[config.mk]
export PLATFORM = sky130hd
export DESIGN_NAME = cpu_sram_bridge
export DESIGN_NICKNAME = d
export VERILOG_FILES = /design/src/rtl/cpu_sram_bridge.sv
export SDC_FILE = /design/constraint.sdc
export NUM_CORES = 1
export LEC_CHECK = 0
export ABC_AREA = 1
export ABC_CLOCK_PERIOD_IN_PS = 1300
export BUFFER_PORTS_ARGS = -buffer_cell sky130_fd_sc_hd__clkbuf_2
export CAP_MARGIN = 30
export CORE_MARGIN = 2
export CORE_UTILIZATION = 46
export CTS_BUF_LIST = sky130_fd_sc_hd__clkbuf_4 sky130_fd_sc_hd__clkbuf_8
export DETAILED_ROUTE_END_ITERATION = 8
export MAX_ROUTING_LAYER = met4
export PLACE_DENSITY = 0.78
export SLEW_MARGIN = 20
export SYNTH_ARGS = -nofsm -noshare
export SYNTH_HDL_FRONTEND = slang
export SYNTH_SLANG_ARGS = --single-unit
[constraint.sdc]
create_clock -name clk -period 1.3 [get_ports clk]
set_input_delay 0.26 -clock clk [delete_from_list [all_inputs] [get_ports clk]]
set_output_delay 0.26 -clock clk [all_outputs]
set_load 0.03 [all_outputs]
[src/rtl/cpu_sram_bridge.sv]
// Bridges the core's single-cycle inst/data SRAM ports onto one sram-like bus.
// The bus carries one transaction at a time. Data goes before fetch, and the pipeline stalls until results are held.
module cpu_sram_bridge #(
    parameter int unsigned ADDR_W = 32,
    parameter int unsigned DATA_W = 32
) (
    input  logic              clk,
    input  logic              rst,

    input  logic              inst_sram_en,
    input  logic [ADDR_W-1:0] inst_sram_addr,
    output logic [DATA_W-1:0] inst_sram_rdata,

    input  logic              data_sram_en,
    input  logic [3:0]        data_sram_wen,
    input  logic [ADDR_W-1:0] data_sram_addr,
    input  logic [DATA_W-1:0] data_sram_wdata,
    output logic [DATA_W-1:0] data_sram_rdata,

    output logic              stallreq,

    output logic              bus_req,
    output logic              bus_wr,
    output logic [1:0]        bus_size,
    output logic [ADDR_W-1:0] bus_addr,
    output logic [DATA_W-1:0] bus_wdata,
    input  logic              bus_addr_ok,
    input  logic              bus_data_ok,
    input  logic [DATA_W-1:0] bus_rdata
);

    typedef enum logic [2:0] {
        IDLE,
        D_REQ,
        D_WAIT,
        I_REQ,
        I_WAIT,
        DONE
    } state_t;

    state_t            state;
    state_t            state_nxt;

    logic              d_wr;
    logic [1:0]        d_size;
    logic [ADDR_W-1:0] d_addr;
    logic [DATA_W-1:0] d_wdata;
    logic              i_pend;
    logic [ADDR_W-1:0] i_addr;
    logic [DATA_W-1:0] inst_hold;
    logic [DATA_W-1:0] data_hold;
    logic              busy;

    function automatic logic [1:0] wen_to_size(input logic [3:0] wen);
        logic [1:0] size;
        case (wen)
            4'b0001, 4'b0010, 4'b0100, 4'b1000: size = 2'd0;
            4'b0011, 4'b1100:                   size = 2'd1;
            default:                            size = 2'd2;
        endcase
        return size;
    endfunction

    always_ff @(posedge clk or negedge rst) begin
        if (!rst) begin
            state     <= IDLE;
            d_wr      <= 1'b0;
            d_size    <= '0;
            d_addr    <= '0;
            d_wdata   <= '0;
            i_pend    <= 1'b0;
            i_addr    <= '0;
            inst_hold <= '0;
            data_hold <= '0;
        end else begin
            state <= state_nxt;
            case (state)
                IDLE: begin
                    i_pend <= inst_sram_en;
                    if (inst_sram_en) begin
                        i_addr <= inst_sram_addr;
                    end
                    if (data_sram_en) begin
                        d_wr    <= |data_sram_wen;
                        d_size  <= wen_to_size(data_sram_wen);
                        d_wdata <= data_sram_wdata;
                        // Reads go out as aligned words; the core picks its bytes from the held word
                        if (|data_sram_wen) begin
                            d_addr <= data_sram_addr;
                        end else begin
                            d_addr <= {data_sram_addr[ADDR_W-1:2], 2'b00};
                        end
                    end
                end
                D_WAIT: begin
                    if (bus_data_ok && !d_wr) begin
                        data_hold <= bus_rdata;
                    end
                end
                I_WAIT: begin
                    if (bus_data_ok) begin
                        inst_hold <= bus_rdata;
                        i_pend    <= 1'b0;
                    end
                end
                default: ;
            endcase
        end
    end

    always_comb begin
        state_nxt = state;
        busy      = 1'b0;
        bus_req   = 1'b0;
        bus_wr    = 1'b0;
        bus_size  = 2'd0;
        bus_addr  = '0;
        bus_wdata = '0;
        case (state)
            IDLE: begin
                busy = data_sram_en | inst_sram_en;
                if (data_sram_en) begin
                    state_nxt = D_REQ;
                end else if (inst_sram_en) begin
                    state_nxt = I_REQ;
                end
            end
            D_REQ: begin
                busy      = 1'b1;
                bus_req   = 1'b1;
                bus_wr    = d_wr;
                bus_size  = d_size;
                bus_addr  = d_addr;
                bus_wdata = d_wdata;
                if (bus_addr_ok) begin
                    state_nxt = D_WAIT;
                end
            end
            D_WAIT: begin
                busy = 1'b1;
                if (bus_data_ok) begin
                    state_nxt = i_pend ? I_REQ : DONE;
                end
            end
            I_REQ: begin
                busy     = 1'b1;
                bus_req  = 1'b1;
                bus_size = 2'd2;
                bus_addr = i_addr;
                if (bus_addr_ok) begin
                    state_nxt = I_WAIT;
                end
            end
            I_WAIT: begin
                busy = 1'b1;
                if (bus_data_ok) begin
                    state_nxt = DONE;
                end
            end
            DONE: begin
                state_nxt = IDLE;
            end
            default: begin
                state_nxt = IDLE;
            end
        endcase
    end

    // IDLE stall follows the enables combinationally, so mask it while reset is held
    assign stallreq        = busy & rst;
    assign inst_sram_rdata = inst_hold;
    assign data_sram_rdata = data_hold;

endmodule

==> results by group, run 1 <==
Status
  – Outcome: finished, violations left
  – Failing checks: setup timing

Routing
  – Wire length per cell: roughly 23 um
  – DRC viols: 0
  – Vias: 8412
  – ANT nets after route: 0
  – Total Wirelength: 34400 um
  – DRT Pass-1 Iters: 6
  – Avg Vias per Cell: 5.60
  – DRT iter0 DRCs: 665

Timing
  – Worst clock skew: roughly 0.018 ns
  – Max Clk Rate: 484 MHz
  – RSZ-0062 raised after global routing: true
  – # setup viols final: 252
  – Setup WS post-layout: -0.766 ns
  – Post-layout minimum cycle time: just over 2 ns
  – Slew HR: 0.706
  – Slew @ Worst Pin: about 0.44 ns
  – Final Hold Fails: 0
  – Fin crit share: 1.59
  – Slew Limit Fails: 0
  – Setup TNS: -117.94 ns

Synthesis
  – EDFF count, synth: 0
  – Synthesized flop and latch total: 167
  – Main synth FF type: dfrtp_1
  – Largest area contributor in the netlist: dfrtp_1
  – List of most frequent post-synthesis cells: nand2_1 (299), dfrtp_1 (167), nand3_1 (106)
  – Synthesized area: 7350 um2
  – Post-synthesis sequential area ratio: 0.569
  – Yosys cell types: 20
  – Synth top area share: 0.569
  – Syn Area/Cell: 8.52 um2
  – Synth area leaders: dfrtp_1 (57%), nand2_1 (15%), nand3_1 (7.2%)
  – YS warnings: 0
  – Post-synth ARST share: 1.00
  – Post-Syn Instances: 863
  – Top-count cell post-synth: nand2_1
  – Post-synthesis net count: 1001

Floorplan
  – Ports: 271
  – Die X: around 130 um
  – DIE HEIGHT: 130 um
  – Core Region: 15800 um2
  – Initial core utilization: 0.466
  – Row Count: 46
  – Full die area: ~17000 um2

Critical path
  – CP Capture Type: output port
  – CP max FO: 7
  – Worst Path Required: ~1.0 ns
  – Worst path cell trace: inv_2 > nor2_4 > buf_12 > nand2_8 > buf_6 > o21ai_4 > clkbuf_8
  – Crit path DAT: 1.81 ns
  – Critical path class: reg2out
  – Setup crit start kind: flop
  – Critical path's slowest cell: dfrtp_1
  – Slowest stage delay, CP: about 0.4 ns

Power and ir drop
  – Pwr Density: ~2700 nW/um2
  – Sw frac: 0.456
  – Leak: around 7 nW
  – Peak supply drop: 1.99 mV
  – Sequential share of power: 0.261
  – Internal cell power: about 20 mW
  – Sw power: 16.8 mW
  – Clock network fraction of total power: 0.116
  – Comb pwr share: 0.623

Global routing
  – Global-route wire length before repair: 38100 um
  – GR Layer Usage met2: 0.505
  – Vias in the first global route: 7416
  – Tot GR Track Use: 0.302
  – Largest net degree at the start of global routing: 71
  – GR Layer Usage met3: 0.0603
  – Initial antenna violation count: 1
  – Met1 GRT Util: 0.354
  – Top Usage Layer GRT: met2
  – Grt ovf: 0

Finish
  – Fillcell total: approximately 690
  – Fin cells: 1501
  – Footprint of the multi-input gates: 3640 um2
  – Final nets: 1411
  – Area growth syn-to-layout: 85.5%
  – Share of cells above drive strength 1: 0.555
  – FF+latch area: 4180 um2
  – Core Util, Final: 0.865

Job
  – Max-Cap Viols: 0

Placement
  – Gp weighted congestion: 0.871
  – Post-DP HPWL: 14400 um
  – I/O Buffers: 270
  – Dpl cells: 1334

Hold path
  – Hold Crit Class: in2reg

CTS
  – H-tree Lvls: 4
  – Clock latency at the later pin of the worst-skew pair: between 0.4 and 0.5 ns
  – Worst-path clk slew: 0.09 ns
  – Num Clock Sinks: 167
  – CTS tree: yes
  – CTS Buf Count: 17
  – Root Driver: clkbuf_8
  – Max clock buf depth: 2
[critical path, delay by kind of cell (launching register included)]
kind                   cells  cell delay, ns
and+or+nand+nor            2            0.23
buffers and inverters      4            0.58
AOI/OAI and AO/OA          1            0.14
DFF                        1            0.40
[final timing paths]
| kind | start | endpoint | slack [ns] | cells past startpoint |
|---|---|---|---|---|
| min | data_sram_wdata[16] | d_wdata[16] | 0.008 | 3 |
| min in group asynchronous | rst | inst_sram_rdata[31] | 0.61 | 3 |
| min reg2reg | i_addr[21] | i_addr[21] | 0.48 | 2 |
| max reg2reg | state[0] | d_addr[14] | -0.62 | 11 |
| max in group asynchronous | rst | d_wdata[27] | 0.30 | 3 |
| max | state[0] | bus_addr[0] | -0.77 | 7 |
[per-stage QoR]
step	power [mW]	area, um2	worst slack, ns	hold slack (ns)
6_report	36.8	13600	-0.766	0.00820
5_1_grt	38.1	13600	-0.822	0.0135
4_1_cts	29.9	11600	-0.691	0.00139
3_5_place_dp	22.8	9480	-0.251	0.326
3_3_place_gp	22.4	9480	-0.234	0.325
2_1_floorplan	18.8	7770	-0.129	-0.0356
[power groups by stage]
| stage | sequential [mW] | clock (mW) | combinational (mW) |
|---|---|---|---|
| 2_1_floorplan | 10.7 | 0 | 8.07 |
| 3_3_place_gp | 8.88 | 0 | 13.5 |
| 3_5_place_dp | 8.96 | 0 | 13.8 |
| 4_1_cts | 8.92 | 4.20 | 16.8 |
| 5_1_grt | 9.77 | 4.46 | 23.9 |
| 6_report | 9.61 | 4.25 | 22.9 |
[flip-flops by register name, summed over array words and instances, names as in the netlist]
signal / flops
i_pend: 1
state: 3
d_wr: 1
i_addr: 32
data_sram_rdata: 32
inst_sram_rdata: 32
d_wdata: 32
d_size: 2
d_addr: 32
[routing by layer]
layer,vias to the layer above,wire length (um)
met3,179,3250
met5,-,0
met4,0,2160
met1,4067,11500
met2,617,17500
li1,3549,-
[cell families (layout without fill, tap and decap cells)]
| family | after synthesis | after routing | synth area share |
|---|---|---|---|
| flip-flops | 167 | 167 | 0.569 |
| buffers and inverters | 135 | 556 | 0.0848 |
| other | 0 | 1 | 0 |
| AO/OA/AOI/OAI | 111 | 111 | 0.0923 |
| AND/OR/NAND/NOR | 450 | 450 | 0.254 |
[what timing repair did]
item | 4_1_cts | 5_1_grt
setup endpoints to repair | 300 | 300
cloned | 14 | 23
pin swaps | 6 | 19
hold buffers | 45 | 0
setup buffers | 17 | 47
gates resized for setup | 179 | 541
hold endpoints to repair | 211 | 0
[cell type report]
class	count	area share
repair buffers	443	0.348
flip-flops and latches	167	0.307
multi-input cells	561	0.267
inverters	82	0.0256
well taps	216	0.0198
clock buffers	19	0.0192
clock inverters	11	0.0128
repair inverters	1	0.000826
diodes	1	0.000184
[cells in the final DEF, fill, tap and decap left out, drive strengths merged]
cell | Yosys | layout
buf | 43 | 216
o21a | 1 | 1
clkinvlp | 0 | 2
clkbuf | 10 | 201
nand3 | 106 | 106
o21ai | 108 | 108
nand2 | 301 | 301
diode | 0 | 1
bufinv | 0 | 4
inv | 82 | 81
nand4 | 1 | 1
clkinv | 0 | 7
a21oi | 2 | 2
nor2 | 42 | 42
dlygate4sd3 | 0 | 45
dfrtp | 167 | 167
(Power assumes the default switching activity.)
==> run 2: changes to the inputs <==
Settings changed: ABC_AREA 1 to 0, PLACE_DENSITY 0.78 to 0.8.
==> results by group, run 2 <==
Status
  – Outcome: finished, violations left (unchanged)
  – Failing checks: setup timing (unchanged)

Floorplan
  – Die X: 129 um (was 130 um)
  – Ports: 271 (unchanged)
  – Full die area: 16500 um2 (was 17000 um2)
  – Initial core utilization: 0.469 (was 0.466)
  – DIE HEIGHT: 129 um (was 130 um)
  – Core Region: 15200 um2 (was 15800 um2)
  – Row Count: 45 (was 46)

Global routing
  – Largest net degree at the start of global routing: 86 (was 71)
  – Grt ovf: 0 (unchanged)
  – Top Usage Layer GRT: met2 (unchanged)
  – Global-route wire length before repair: 30500 um (was 38100 um)
  – GR Layer Usage met3: 0.0466 (was 0.0603)
  – Met1 GRT Util: 0.288 (was 0.354)
  – Initial antenna violation count: 0 (was 1)
  – Tot GR Track Use: 0.247 (was 0.302)
  – GR Layer Usage met2: 0.425 (was 0.505)
  – Vias in the first global route: 6123 (was 7416)

Synthesis
  – Post-synthesis net count: 769 (was 1001)
  – YS warnings: 0 (unchanged)
  – Syn Area/Cell: 11.3 um2 (was 8.52 um2)
  – Post-synthesis sequential area ratio: 0.586 (was 0.569)
  – Yosys cell types: 35 (was 20)
  – Synthesized area: 7140 um2 (was 7350 um2)
  – EDFF count, synth: 0 (unchanged)
  – Top-count cell post-synth: nand2_1 (unchanged)
  – Synth area leaders: dfrtp_1 (59%), mux2_2 (14%), nand2_1 (10%) (was dfrtp_1 (57%), nand2_1 (15%), nand3_1 (7.2%))
  – Compound-Gate Fraction of Synth Area: 0.0142 (was 0.0923)
  – Synth top area share: 0.586 (was 0.569)
  – Post-synth ARST share: 1.00 (unchanged)
  – Simple-Gate Fraction of Synth Area: 0.171 (was 0.254)
  – Main synth FF type: dfrtp_1 (unchanged)
  – Largest area contributor in the netlist: dfrtp_1 (unchanged)
  – Synth Area in XOR/XNOR: 0.00123 (was 0)
  – Post-synthesis mux area share: 0.198 (was 0)
  – Post-Syn Instances: 631 (was 863)
  – List of most frequent post-synthesis cells: nand2_1 (192), dfrtp_1 (167), mux2_2 (91) (was nand2_1 (299), dfrtp_1 (167), nand3_1 (106))
  – Synthesized flop and latch total: 167 (unchanged)
  – Adder-cell share of the synthesized area: 0 (unchanged)
  – Largest family of logic cells by synthesized area: multiplexers (was simple AND/OR/NAND/NOR gates)

Finish
  – Area growth syn-to-layout: 55.2% (was 85.5%)
  – Commonest non-fill, non-tap cell in the layout: clkbuf_2 (was dfrtp_1)
  – Most frequent cells in the layout: clkbuf_2 (202), nand2_1 (187), dfrtp_1 (166), mux2_2 (88), dlygate4sd3_1 (42) (was dfrtp_1 (165), nand2_1 (157), clkbuf_2 (136), nand2_2 (109), nand3_1 (93))
  – Fin cells: 1183 (was 1501)
  – Antenna cell count: 0 (was 1)
  – Fillcell total: 983 (was 688)
  – Footprint of the multi-input gates: 3230 um2 (was 3640 um2)
  – Design Area, Final: 11100 um2 (was 13600 um2)
  – Final nets: 1120 (was 1411)
  – Share of cells above drive strength 1: 0.557 (was 0.555)
  – FF+latch area: 4180 um2 (about the same)
  – Core Util, Final: 0.728 (was 0.865)

Critical path
  – Critical Path End: stallreq (was bus_addr[0])
  – Critical path class: reg2out (unchanged)
  – Crit path DAT: 1.84 ns (was 1.81 ns)
  – CP top delay family: simple AND/OR/NAND/NOR gates (was buffers and inverters)
  – Crit path from: state[2] (was state[0])
  – CP max FO: 4 (was 7)
  – Worst path cell trace: buf_6 > or4_1 > and3_4 > buf_8 (was inv_2 > nor2_4 > buf_12 > nand2_8 > buf_6 > o21ai_4 > clkbuf_8)
  – Worst reg2reg path startpoint: state[0] (unchanged)
  – Critical path's slowest cell: or4_1 (was dfrtp_1)
  – FF-to-FF setup slack: -0.56 ns (was -0.62 ns)
  – Worst Path Required: 1.04 ns (about the same)
  – Slowest stage delay, CP: 0.51 ns (was 0.40 ns)
  – Levels on crit path: 4 (was 7)
  – Worst path bufs/invs: 2 (was 4)
  – Worst R2R Path Depth: 6 (was 11)
  – Setup crit start kind: flop (unchanged)
  – Worst R2R End: data_sram_rdata[25] (was d_addr[14])
  – CP Capture Type: output port (unchanged)

CTS
  – Num Clock Sinks: 167 (unchanged)
  – CTS Buf Count: 17 (unchanged)
  – Clock latency at the later pin of the worst-skew pair: 0.46 ns (was 0.47 ns)
  – CTS tree: yes (unchanged)
  – Max clock buf depth: 2 (unchanged)
  – Root Driver: clkbuf_8 (unchanged)
  – H-tree Lvls: 4 (unchanged)
  – Worst-path clk slew: 0.09 ns (about the same)

Timing
  – Post-layout minimum cycle time: 2.10 ns (was 2.07 ns)
  – RSZ-0062 raised after global routing: true (unchanged)
  – Setup WS post-layout: -0.798 ns (was -0.766 ns)
  – Slew @ Worst Pin: 0.469 ns (was 0.441 ns)
  – Final Hold Fails: 0 (unchanged)
  – Worst clock skew: 0.0115 ns (was 0.0183 ns)
  – Max Clk Rate: 477 MHz (was 484 MHz)
  – Slew Limit Fails: 0 (unchanged)
  – Fin crit share: 1.61 (was 1.59)
  – # setup viols final: 240 (was 252)
  – Slew HR: 0.685 (was 0.706)

Job
  – Max-Cap Viols: 0 (unchanged)

Placement
  – Worst slack, placed: -0.452 ns (was -0.251 ns)
  – Post-DP HPWL: 13000 um (was 14400 um)
  – Placed cell areas: 9250 um2 (was 9480 um2)
  – Gp weighted congestion: 0.804 (was 0.871)
  – I/O Buffers: 270 (unchanged)
  – Dpl cells: 1086 (was 1334)

Hold path
  – Hold Crit Class: in2reg (unchanged)

Power and ir drop
  – Pwr Density: 2720 nW/um2 (was 2700 nW/um2)
  – Peak supply drop: 1.44 mV (was 1.99 mV)
  – Leak: 5.50 nW (was 6.89 nW)

Routing
  – Wire length per cell: 18.1 um (was 22.9 um)
  – ANT nets after route: 0 (unchanged)
  – Vias: 6049 (was 8412)
  – DRT Pass-1 Iters: 5 (was 6)
  – Avg Vias per Cell: 5.11 (was 5.60)
  – Total Wirelength: 21400 um (was 34400 um)
  – DRC viols: 0 (unchanged)
  – DRT iter0 DRCs: 241 (was 665)
[run 2: layout make-up]
type | instances | area share
repair buffers | 369 | 0.268
inverters | 1 | 0.000678
clock inverters | 13 | 0.0184
well taps | 188 | 0.0212
multi-input cells | 426 | 0.292
flip-flops and latches | 167 | 0.378
clock buffers | 19 | 0.0225
[run 2: what timing repair did]
item                                    CTS  global route
hold buffers                             41             1
endpoints found under the setup margin  290           299
endpoints found under the hold margin   207             1
gates resized for setup                  79           132
cloned                                    2             8
setup buffers                             5             8
pin swaps                                 2             5
[run 2: metal layers]
metal  share of wire  wire [um]
met1            0.38       8080
met2            0.53      11400
met3           0.063       1350
met4           0.028        597
met5               0          0
[run 2: worst min-delay path by stage]
stage                     cells after the start                start  slack [ns]           to
after floorplan                               0                  rst       -0.04    d_addr[0]
after global placement                        2                  rst        0.35       i_pend
after detailed placement                      2                  rst        0.35       i_pend
after CTS                                     3   data_sram_wdata[9]       0.001   d_wdata[9]
after global routing                          3  data_sram_wdata[23]       0.005  d_wdata[23]
final                                         3   data_sram_addr[28]        0.01   d_addr[28]
[run 2: kinds of logic after synthesis]
logic type / count (synthesis)
XOR/XNOR: 1
multiplexers: 129
flip-flops: 167
AO/OA/AOI/OAI: 15
buffers and inverters: 38
AND/OR/NAND/NOR: 281
[run 2: through the flow]
stage	setup TNS (ns)	power, mW	hold slack [ns]
2_1_floorplan	-65.21	18.7	-0.0356
3_3_place_gp	-71.97	22.2	0.351
3_5_place_dp	-79.19	22.6	0.353
4_1_cts	-137.52	28.1	0.00113
5_1_grt	-141.33	31.6	0.00484
6_report	-123.78	30.1	0.0114
[run 2: worst reg2reg max path, delay by kind of cell, from the launching register on]
family / cells / cell delay (ns)
buffers and inverters: 4 / 0.65
multiplexers: 1 / 0.40
AND/OR/NAND/NOR: 1 / 0.29
flip-flops: 1 / 0.41
[run 2: report_power, final]
group	total, mW	switching [mW]	internal [mW]	leakage (nW)
clock network	4.24	1.92	2.32	0.230
logic	16.5	9.01	7.45	3.23
registers	9.38	1.66	7.72	2.05
total	30.1	12.6	17.5	5.50
